<file path="src/rtl/burst_write_dma_if.sv">
// rtl/burst_write_dma_if.sv - read-port and burst-write-port signal bundle for burst_write_dma
interface burst_write_dma_if #(
   parameter int DATA_WIDTH = 64,
   parameter int ADDR_WIDTH = 32
);
   logic                  io_in_rd;
   logic [ADDR_WIDTH-1:0] io_in_addr;
   logic [DATA_WIDTH-1:0] io_in_dout;
   logic                  io_in_wait_n;
   logic                  io_in_valid;
   logic                  io_out_wr;
   logic [ADDR_WIDTH-1:0] io_out_addr;
   logic [DATA_WIDTH-1:0] io_out_din;
   logic                  io_out_wait_n;
   logic                  io_out_burstDone;

   modport master (
      output io_in_rd, io_in_addr,
      input  io_in_dout, io_in_wait_n, io_in_valid,
      output io_out_wr, io_out_addr, io_out_din,
      input  io_out_wait_n, io_out_burstDone
   );

   modport slave (
      input  io_in_rd, io_in_addr,
      output io_in_dout, io_in_wait_n, io_in_valid,
      input  io_out_wr, io_out_addr, io_out_din,
      output io_out_wait_n, io_out_burstDone
   );
endinterface

</file>
<file path="src/rtl/burst_write_dma.sv">
// rtl/burst_write_dma.sv - word-read to burst-write block copier; BURST_WRITE_DMA_DONE_PULSE_EN adds io_done
module burst_write_dma #(
   parameter int DATA_WIDTH     = 64,
   parameter int ADDR_WIDTH     = 32,
   parameter int BURST_LENGTH   = 16,
   parameter int TRANSFER_WORDS = 4194304,
   parameter int FIFO_DEPTH     = 32
) (
   input  logic clock,
   input  logic reset,
   input  logic io_start,
   output logic io_busy,
`ifdef BURST_WRITE_DMA_DONE_PULSE_EN
   output logic io_done,
`endif
   burst_write_dma_if.master bus
);
   localparam int BYTES    = DATA_WIDTH / 8;
   localparam int BYTE_SH  = $clog2(BYTES);
   localparam int BURST_SH = $clog2(BURST_LENGTH * BYTES);
   localparam int BURSTS   = TRANSFER_WORDS / BURST_LENGTH;
   localparam int WW       = (TRANSFER_WORDS > 1) ? $clog2(TRANSFER_WORDS) : 1;
   localparam int BW       = (BURSTS > 1) ? $clog2(BURSTS) : 1;
   localparam int OW       = (BURST_LENGTH > 1) ? $clog2(BURST_LENGTH) : 1;
   localparam int PW       = $clog2(FIFO_DEPTH);
   localparam int CW       = PW + 1;

   typedef enum logic [1:0] {IDLE, FILL, BURST, DONE} state_t;

   state_t                state, next_state;
   logic                  read_enable;
   logic [WW-1:0]         read_word;
   logic [BW-1:0]         burst;
   logic [OW-1:0]         out_word;
   logic [CW-1:0]         outstanding, fifo_count;
   logic [PW-1:0]         wr_ptr, rd_ptr;
   logic [DATA_WIDTH-1:0] fifo_mem [FIFO_DEPTH];
   logic [CW:0]           in_flight;
   logic                  start, accept, push, pop, last_pop, done_step, last_burst;

   assign start      = io_start & ~io_busy;
   assign in_flight  = {1'b0, fifo_count} + {1'b0, outstanding};
   assign accept     = bus.io_in_rd & bus.io_in_wait_n;
   // Returned data with nothing in flight belongs to an aborted transfer.
   assign push       = bus.io_in_valid & (outstanding != '0);
   assign pop        = (state == BURST) & bus.io_out_wait_n;
   assign last_pop   = pop & (out_word == OW'(BURST_LENGTH - 1));
   assign done_step  = ((state == DONE) | last_pop) & bus.io_out_burstDone;
   assign last_burst = (burst == BW'(BURSTS - 1));

   assign io_busy         = read_enable | (state != IDLE);
   assign bus.io_in_rd    = read_enable & (in_flight < (CW + 1)'(FIFO_DEPTH));
   assign bus.io_in_addr  = ADDR_WIDTH'(read_word) << BYTE_SH;
   assign bus.io_out_addr = ADDR_WIDTH'(burst) << BURST_SH;
   assign bus.io_out_din  = fifo_mem[rd_ptr];

   always_ff @(posedge clock) begin
      if (push) fifo_mem[wr_ptr] <= bus.io_in_dout;
   end

   always_ff @(posedge clock) begin
      if (reset || start) begin
         read_enable <= start;
         read_word   <= '0;
         burst       <= '0;
         out_word    <= '0;
         outstanding <= '0;
         fifo_count  <= '0;
         wr_ptr      <= '0;
         rd_ptr      <= '0;
      end else begin
         if (accept) begin
            read_word <= read_word + 1'b1;
            if (read_word == WW'(TRANSFER_WORDS - 1)) read_enable <= 1'b0;
         end
         if (accept && !push)      outstanding <= outstanding + 1'b1;
         else if (!accept && push) outstanding <= outstanding - 1'b1;
         if (push) wr_ptr <= wr_ptr + 1'b1;
         if (pop) begin
            rd_ptr   <= rd_ptr + 1'b1;
            out_word <= out_word + 1'b1;
         end
         if (push && !pop)      fifo_count <= fifo_count + 1'b1;
         else if (!push && pop) fifo_count <= fifo_count - 1'b1;
         if (done_step) burst <= burst + 1'b1;
      end
   end

   always_ff @(posedge clock) begin
      if (reset) state <= IDLE;
      else       state <= next_state;
   end

   always_comb begin
      next_state    = state;
      bus.io_out_wr = 1'b0;
      case (state)
         IDLE:  if (start) next_state = FILL;
         FILL:  if (fifo_count >= CW'(BURST_LENGTH)) next_state = BURST;
         BURST: begin
            bus.io_out_wr = 1'b1;
            // A commit coinciding with the final word skips the DONE cycle.
            if (last_pop) next_state = done_step ? (last_burst ? IDLE : FILL) : DONE;
         end
         DONE:  if (bus.io_out_burstDone) next_state = last_burst ? IDLE : FILL;
         default: next_state = IDLE;
      endcase
   end

`ifdef BURST_WRITE_DMA_DONE_PULSE_EN
   always_ff @(posedge clock) begin
      if (reset) io_done <= 1'b0;
      else       io_done <= done_step & last_burst;
   end
`endif
endmodule
</file>
<file path="src/flat_wrapper.sv">
// flat-port wrapper written by rule: the top's interface ports become plain ports
module burst_write_dma_flat 
#(
   parameter int DATA_WIDTH     = 64,
   parameter int ADDR_WIDTH     = 32,
   parameter int BURST_LENGTH   = 16,
   parameter int TRANSFER_WORDS = 4194304,
   parameter int FIFO_DEPTH     = 32
)
  (clock, reset, io_start, io_busy, bus_io_in_rd, bus_io_in_addr, bus_io_in_dout, bus_io_in_wait_n, bus_io_in_valid, bus_io_out_wr, bus_io_out_addr, bus_io_out_din, bus_io_out_wait_n, bus_io_out_burstDone);
  burst_write_dma_if #(.DATA_WIDTH(DATA_WIDTH), .ADDR_WIDTH(ADDR_WIDTH)) bus_i ();
  input  logic clock;
  input  logic reset;
  input  logic io_start;
  output logic io_busy;
  output wire logic [$bits(bus_i.io_in_rd)-1:0] bus_io_in_rd;
  output wire logic [$bits(bus_i.io_in_addr)-1:0] bus_io_in_addr;
  input wire logic [$bits(bus_i.io_in_dout)-1:0] bus_io_in_dout;
  input wire logic [$bits(bus_i.io_in_wait_n)-1:0] bus_io_in_wait_n;
  input wire logic [$bits(bus_i.io_in_valid)-1:0] bus_io_in_valid;
  output wire logic [$bits(bus_i.io_out_wr)-1:0] bus_io_out_wr;
  output wire logic [$bits(bus_i.io_out_addr)-1:0] bus_io_out_addr;
  output wire logic [$bits(bus_i.io_out_din)-1:0] bus_io_out_din;
  input wire logic [$bits(bus_i.io_out_wait_n)-1:0] bus_io_out_wait_n;
  input wire logic [$bits(bus_i.io_out_burstDone)-1:0] bus_io_out_burstDone;
  assign bus_io_in_rd = bus_i.io_in_rd;
  assign bus_io_in_addr = bus_i.io_in_addr;
  assign bus_i.io_in_dout = bus_io_in_dout;
  assign bus_i.io_in_wait_n = bus_io_in_wait_n;
  assign bus_i.io_in_valid = bus_io_in_valid;
  assign bus_io_out_wr = bus_i.io_out_wr;
  assign bus_io_out_addr = bus_i.io_out_addr;
  assign bus_io_out_din = bus_i.io_out_din;
  assign bus_i.io_out_wait_n = bus_io_out_wait_n;
  assign bus_i.io_out_burstDone = bus_io_out_burstDone;
  burst_write_dma #(.DATA_WIDTH(DATA_WIDTH), .ADDR_WIDTH(ADDR_WIDTH), .BURST_LENGTH(BURST_LENGTH), .TRANSFER_WORDS(TRANSFER_WORDS), .FIFO_DEPTH(FIFO_DEPTH)) u_core (.clock(clock), .reset(reset), .io_start(io_start), .io_busy(io_busy), .bus(bus_i));
endmodule
</file>
<file path="config.mk">
export PLATFORM = sky130hd
export DESIGN_NAME = burst_write_dma_flat
export DESIGN_NICKNAME = d
export VERILOG_FILES = /design/src/rtl/burst_write_dma_if.sv /design/src/rtl/burst_write_dma.sv /design/src/flat_wrapper.sv
export SDC_FILE = /design/constraint.sdc
export NUM_CORES = 2
export LEC_CHECK = 0
export ABC_AREA = 1
export BUFFER_PORTS_ARGS = -buffer_cell sky130_fd_sc_hd__buf_2
export CAP_MARGIN = 15
export CELL_PAD_IN_SITES_DETAIL_PLACEMENT = 1
export CELL_PAD_IN_SITES_GLOBAL_PLACEMENT = 2
export CORE_UTILIZATION = 40
export DETAILED_ROUTE_END_ITERATION = 10
export PLACE_DENSITY_LB_ADDON = 0.1
export SLEW_MARGIN = 20
export SYNTH_ARGS = -nofsm -noshare
export SYNTH_HDL_FRONTEND = slang
export SYNTH_SLANG_ARGS = --single-unit
</file>
<file path="constraint.sdc">
create_clock -name clock -period 6.65 [get_ports clock]
set_input_delay 1.33 -clock clock [delete_from_list [all_inputs] [get_ports clock]]
set_output_delay 1.33 -clock clock [all_outputs]
set_load 0.005 [all_outputs]
</file>
After elaboration in Yosys (flattened, before gate mapping)

Memory sizes are Yosys's and may differ from the RTL's. A register that Yosys moved wholly into a read port is not among the register bits.
Cells that the tools add are included.

Logic and storage cells: 78
Latch bits: 0
Bits in writable memories: 2048
Memory bits (read-only): 0
Memories kept: 1
Register bits after elaboration: 69

Reduce and logical (&&, ||, !) cells: 17
Add/sub/neg operators: 10
Shift-type cells: 0
Bitwise gates (word level): 10
Muxes and demuxes: 19
Order comparisons: 2
Div/mod/pow operators: 0
Multiply operators: 0
Equality and inequality tests: 10

Memory list:

| name            | words | bits a word | read ports | clocked after Yosys merged registers in | write ports | line                  | source |
|---|---|---|---|---|---|---|---|
| u_core.fifo_mem | 32    | 64          | 1          | 1                                       | 1           | burst_write_dma.sv:37 | `logic [DATA_WIDTH-1:0] fifo_mem [FIFO_DEPTH];` |

Operators with widths:

| kind                                                                                | count |
|---|---|
| 6-bit two-way mux                                                                   | 4 |
| 22-bit by 1-bit adder with 22-bit output, second input constant                     | 1 |
| 22-bit equality test, second input constant                                         | 1 |
| 18-bit by 1-bit adder with 18-bit output, second input constant                     | 1 |
| 18-bit equality test, second input constant                                         | 1 |
| 6-bit by 1-bit adder with 6-bit output, second input constant                       | 2 |
| 6-bit by 1-bit subtractor with 6-bit output, second input constant                  | 2 |
| 5-bit by 1-bit adder with 5-bit output, second input constant                       | 2 |
| 2-bit two-way mux                                                                   | 5 |
| 5-bit two-way mux                                                                   | 2 |
| 2-bit nonzero test                                                                  | 5 |
| 2-bit case mux with 4 select lines                                                  | 1 |
| 6-bit by 6-bit adder with 7-bit output                                              | 1 |
| 1-bit bitwise AND                                                                   | 7 |
| 7-bit by 6-bit < comparator with 1-bit output, second input constant                | 1 |
| 1-bit two-way mux                                                                   | 7 |
| 6-bit by 5-bit greater-or-equal comparator with 1-bit output, second input constant | 1 |
| 2-bit by 1-bit inequality test with 1-bit output, second input constant             | 3 |
| 6-bit nonzero test                                                                  | 1 |
| 4-bit by 1-bit adder with 4-bit output, second input constant                       | 1 |
| 2-bit equality test, second input constant                                          | 2 |
| 4-bit equality test, second input constant                                          | 1 |
| 1-bit logical AND                                                                   | 4 |
| 4-bit AND reduction                                                                 | 1 |
| other kinds (8)                                                                     | 11 |

Depth between registers and ports, before layout

Word-level depth: 8
Mapped depth: 20
Gate-level depth less buffers: 20

Least setup slack after synthesis

Ideal clock, no wire load.

Kind: input -> register
Start point: input port bus_io_in_valid
End point: memory u_core.fifo_mem[31][0] (enable)
Slack: 257 ps
Buffers on the path: 0
Data required time: 6083 ps
Cell stages on the path: 2
Data arrival time: 5826 ps
Cell sequence: nand2_2 > nor3_1

Word-level cells in the longest chain between the ends: 3

Ends and longest elaborated chain:

| item                                    | line                  | source |
|---|---|---|
| from (decl)                             | flat_wrapper.sv:20    | `input wire logic [$bits(bus_i.io_in_valid)-1:0] bus_io_in_valid;` |
| 1-bit bitwise AND                       | burst_write_dma.sv:45 | `assign push = bus.io_in_valid & (outstanding != '0);` |
| 1-bit two-way mux                       | burst_write_dma.sv:58 | `if (push) fifo_mem[wr_ptr] <= bus.io_in_dout;` |
| 1-bit two-way mux (implied by the code) | burst_write_dma.sv:58 |  |
| to (decl)                               | burst_write_dma.sv:37 |  |

No other way between the ends.

==> results.py <==
metrics = {
    "placed_design": {
        "io_buffer_count": 177,
        "gp_congestion": 0.751,
        "place_ws_ns": 2.16,
        "postPlaceCellArea_um2": 88500,
        "dp_hpwl_mm": 135,
    },
    "clock_network": {
        "cts-root-buf": "clkbuf_16",
        "holdBufCountCts": 0,
        "htree_num_levels": 4,
        "cts_max_path_buffers": 3,
        "post-cts-setup-buffers": 0,
        "cts-resized-gates": 0,
        "path_clk_slew_ns": 0.06,
        "cts_buffers": 228,
        "cts_tree": "built",
        "worstSkewPairLatency_ns": 0.87,
        "cts_sinks": 2122,
    },
    "floorplan": {
        "die_height_um": 462,
        "start_util_pct": 40.3,
        "coreArea_um2": 210000,
        "die_w_um": 462,
        "rows": 168,
        "io_pins": 202,
        "die-area_um2": 214000,
    },
    "critical_path": {
        "worstSetupPathType": "flip-flop to primary output",
        "rr_worst_depth": 7,
        "rr_startpoint": "u_core.outstanding[0]",
        "cp-end-kind": "primary output",
        "cp_data_required_time_ns": 5.32,
        "path_cells": "inv_16 > buf_4 > o21ai_0 > o22ai_1 > nand2_1 > nand3_1 > nand3_1 > nand2_1 > buf_2",
        "cp_slowest_cell": "inv_16",
        "worstPathArrival_ns": 4.02,
        "max_stage_delay_ns": 0.78,
        "path_max_fanout": 252,
        "worst_setup_path_start_kind": "flip-flop",
    },
    "sta": {
        "tns_ns": 0,
        "grt_setup_unrepaired": "false",
        "maxSlewViolCount": 0,
        "hold_viol": 0,
        "min_period_ns": 5.35,
        "maxSlewHeadroom_pct": 23.3,
        "tightest_slew_ns": 1.15,
        "setup_viol": 0,
        "max_freq_mhz": 187,
        "fin_ws_ns": 1.30,
        "skew_ns": 0.0260,
        "fin_crit_sh_pct": 80.4,
    },
    "route": {
        "drt_iter0_markers": 4482,
        "avgRoutedWirePerCell_um": 27.5,
        "antenna_left": 0,
        "drcViolationCount": 0,
        "via_count": 55498,
        "wl_mm": 270,
        "viasPerCell": 5.66,
        "drtPass1Iterations": 5,
    },
    "final_layout": {
        "layout.cells.most_common_list": "edfxtp_1, nor2_1, o21ai_0",
        "layout_commonest_cell": "edfxtp_1",
        "fill_cells": 21436,
        "syn_to_final_growth_pct": 12.7,
        "fin_nets": 6904,
        "drive_above_1_share_pct": 9.42,
        "final_area_um2": 95400,
    },
    "global_route": {
        "grt_pass1_vias": 56585,
        "grt_max_degree": 253,
        "antenna_found_initial": 26,
        "grt_pass1_wl_mm": 390,
        "overflow": 0,
        "grtUsageTotal_pct": 25.2,
    },
    "logic_synthesis": {
        "synth_compound_area_share_pct": 10.4,
        "yosys-top-cells-area": "edfxtp_1, o21ai_0, nor2_1",
        "ys.flop_type": "edfxtp_1",
        "synth_top_family_by_area": "simple AND/OR/NAND/NOR gates",
        "avgSynthCellArea_um2": 12.6,
        "ys_seq_elements": 2122,
        "synth_top_area_cell": "edfxtp_1",
        "netlist_area_um2": 84700,
        "synth_cell_types": 43,
        "synthArstFlopShare_pct": 0,
        "ys_seq_area_share_pct": 74.3,
        "syn_inst": 6728,
        "synthAdderAreaFrac_pct": 0.387,
        "synth_mux_area_share_pct": 0,
        "synth_edf_count": 2049,
        "synth_top_area_share_pct": 72.6,
        "yosysWarnings": 0,
        "synth_xor_area_share_pct": 0.217,
        "synthSimpleGateAreaFrac_pct": 11.3,
    },
    "power": {
        "power.leakage_nw": 31.9,
        "powerDensity_nw_per_um2": 319,
        "ir_drop_mv": 0.278,
    },
    "job": {
        "cap_violations": 0,
    },
    "worst_hold_path": {
        "hold_start": "u_core.out_word[3]",
        "hold_depth": 2,
        "min-delay-path-class": "flip-flop to flip-flop",
    },
    "outcome": {
        "outcome": "completed",
    },
}
-- worst paths after layout --
path | endpoint | slack (ns)
setup / recovery | bus_io_out_din[26] | 1.30
hold / removal | u_core.out_word[3] | 0.48
setup reg to reg | u_core.fifo_mem[12][11] | 2.88
hold reg to reg | u_core.out_word[3] | 0.48
-- power breakdown --
group,leakage (nW),internal [mW],switching (mW)
clock,3.41,6.81,5.24
sequential,19.0,15.0,0.134
combinational,9.45,0.926,2.37
total,31.9,22.7,7.75
-- Yosys cell counts (2+ instances only) --
master / instances
buf_4: 51
and3_1: 3
edfxtp_1: 2049
clkbuf_1: 271
inv_2: 4
clkbuf_2: 4
buf_6: 44
nor2_1: 1139
a31oi_1: 3
nor4_1: 2
o22ai_1: 462
a211oi_1: 2
nand2_2: 2
dfxtp_1: 73
nor2_2: 2
buf_1: 18
o211ai_1: 3
ha_1: 23
xor2_1: 11
a21oi_1: 32
a21o_1: 2
nor3b_1: 7
buf_2: 90
o21ai_0: 1040
nand3_1: 379
o21ai_1: 6
xnor2_1: 10
nand3b_1: 2
inv_1: 107
o221ai_1: 49
fa_1: 2
nor3_1: 20
nand2_1: 777
nand4_1: 30
-- layer usage --
metal	vias to the layer above	global-route usage [%]	share of wire [%]
met3	364	3.50	4.8
met5	-	0	0.011
li1	24794	-	-
met2	1363	41.7	48
met4	6	7.49	2.7
met1	28971	34.4	45
-- cell type report --
| cell class | count | area (um^2) | share of cell area, % |
|---|---|---|---|
| inverter | 113 | 477 | 0.499 |
| antenna | 11 | 27.5 | 0.0288 |
| tap | 2805 | 3510 | 3.68 |
| clock buffer | 291 | 6020 | 6.31 |
| timing repair buffer | 306 | 2280 | 2.39 |
| sequential | 2122 | 63000 | 66.0 |
| multi-input combinational | 4037 | 19200 | 20.1 |
| clock inverter | 127 | 943 | 0.988 |
-- registers in the layout, indices dropped and copies added (netlist names), named ones only --
| signal | count |
|---|---|
| u_core.fifo_count | 6 |
| u_core.read_word | 22 |
| u_core.outstanding | 6 |
| u_core.wr_ptr | 5 |
| u_core.out_word | 4 |
| u_core.rd_ptr | 5 |
| u_core.read_enable | 1 |
| u_core.burst | 18 |
| u_core.fifo_mem | 2048 |
| u_core.state | 2 |
-- logic make-up (layout without fill, tap and decap cells) --
family / Yosys count / in the layout
and+or+nand+nor: 2367 / 2367
DFF: 2122 / 2122
AOI/OAI and AO/OA: 1600 / 1600
buffers and inverters: 592 / 837
adders and majority gates: 25 / 25
xor gates and xnor gates: 21 / 21
other: 1 / 35
-- per-stage QoR --
step	hold WS, ns	power [mW]	instances	util [%]
after CTS	0.486	30.8	9801	45.4
after global placement	0.462	18.7	9380	42.1
after detailed placement	0.479	18.7	9383	42.1
after global routing	0.521	31.6	9810	45.5
after floorplan	0.450	17.4	6751	-
final	0.484	30.5	9812	45.5
-- worst max-delay path, delay by kind of cell (launching register included) --
family	cells	cell delay [ns]
AND/OR/NAND/NOR	4	0.57
buffers and inverters	3	1.48
flip-flops	1	0.58
AO/OA/AOI/OAI	2	0.34
No activity file was read; power rests on OpenSTA's default activity.
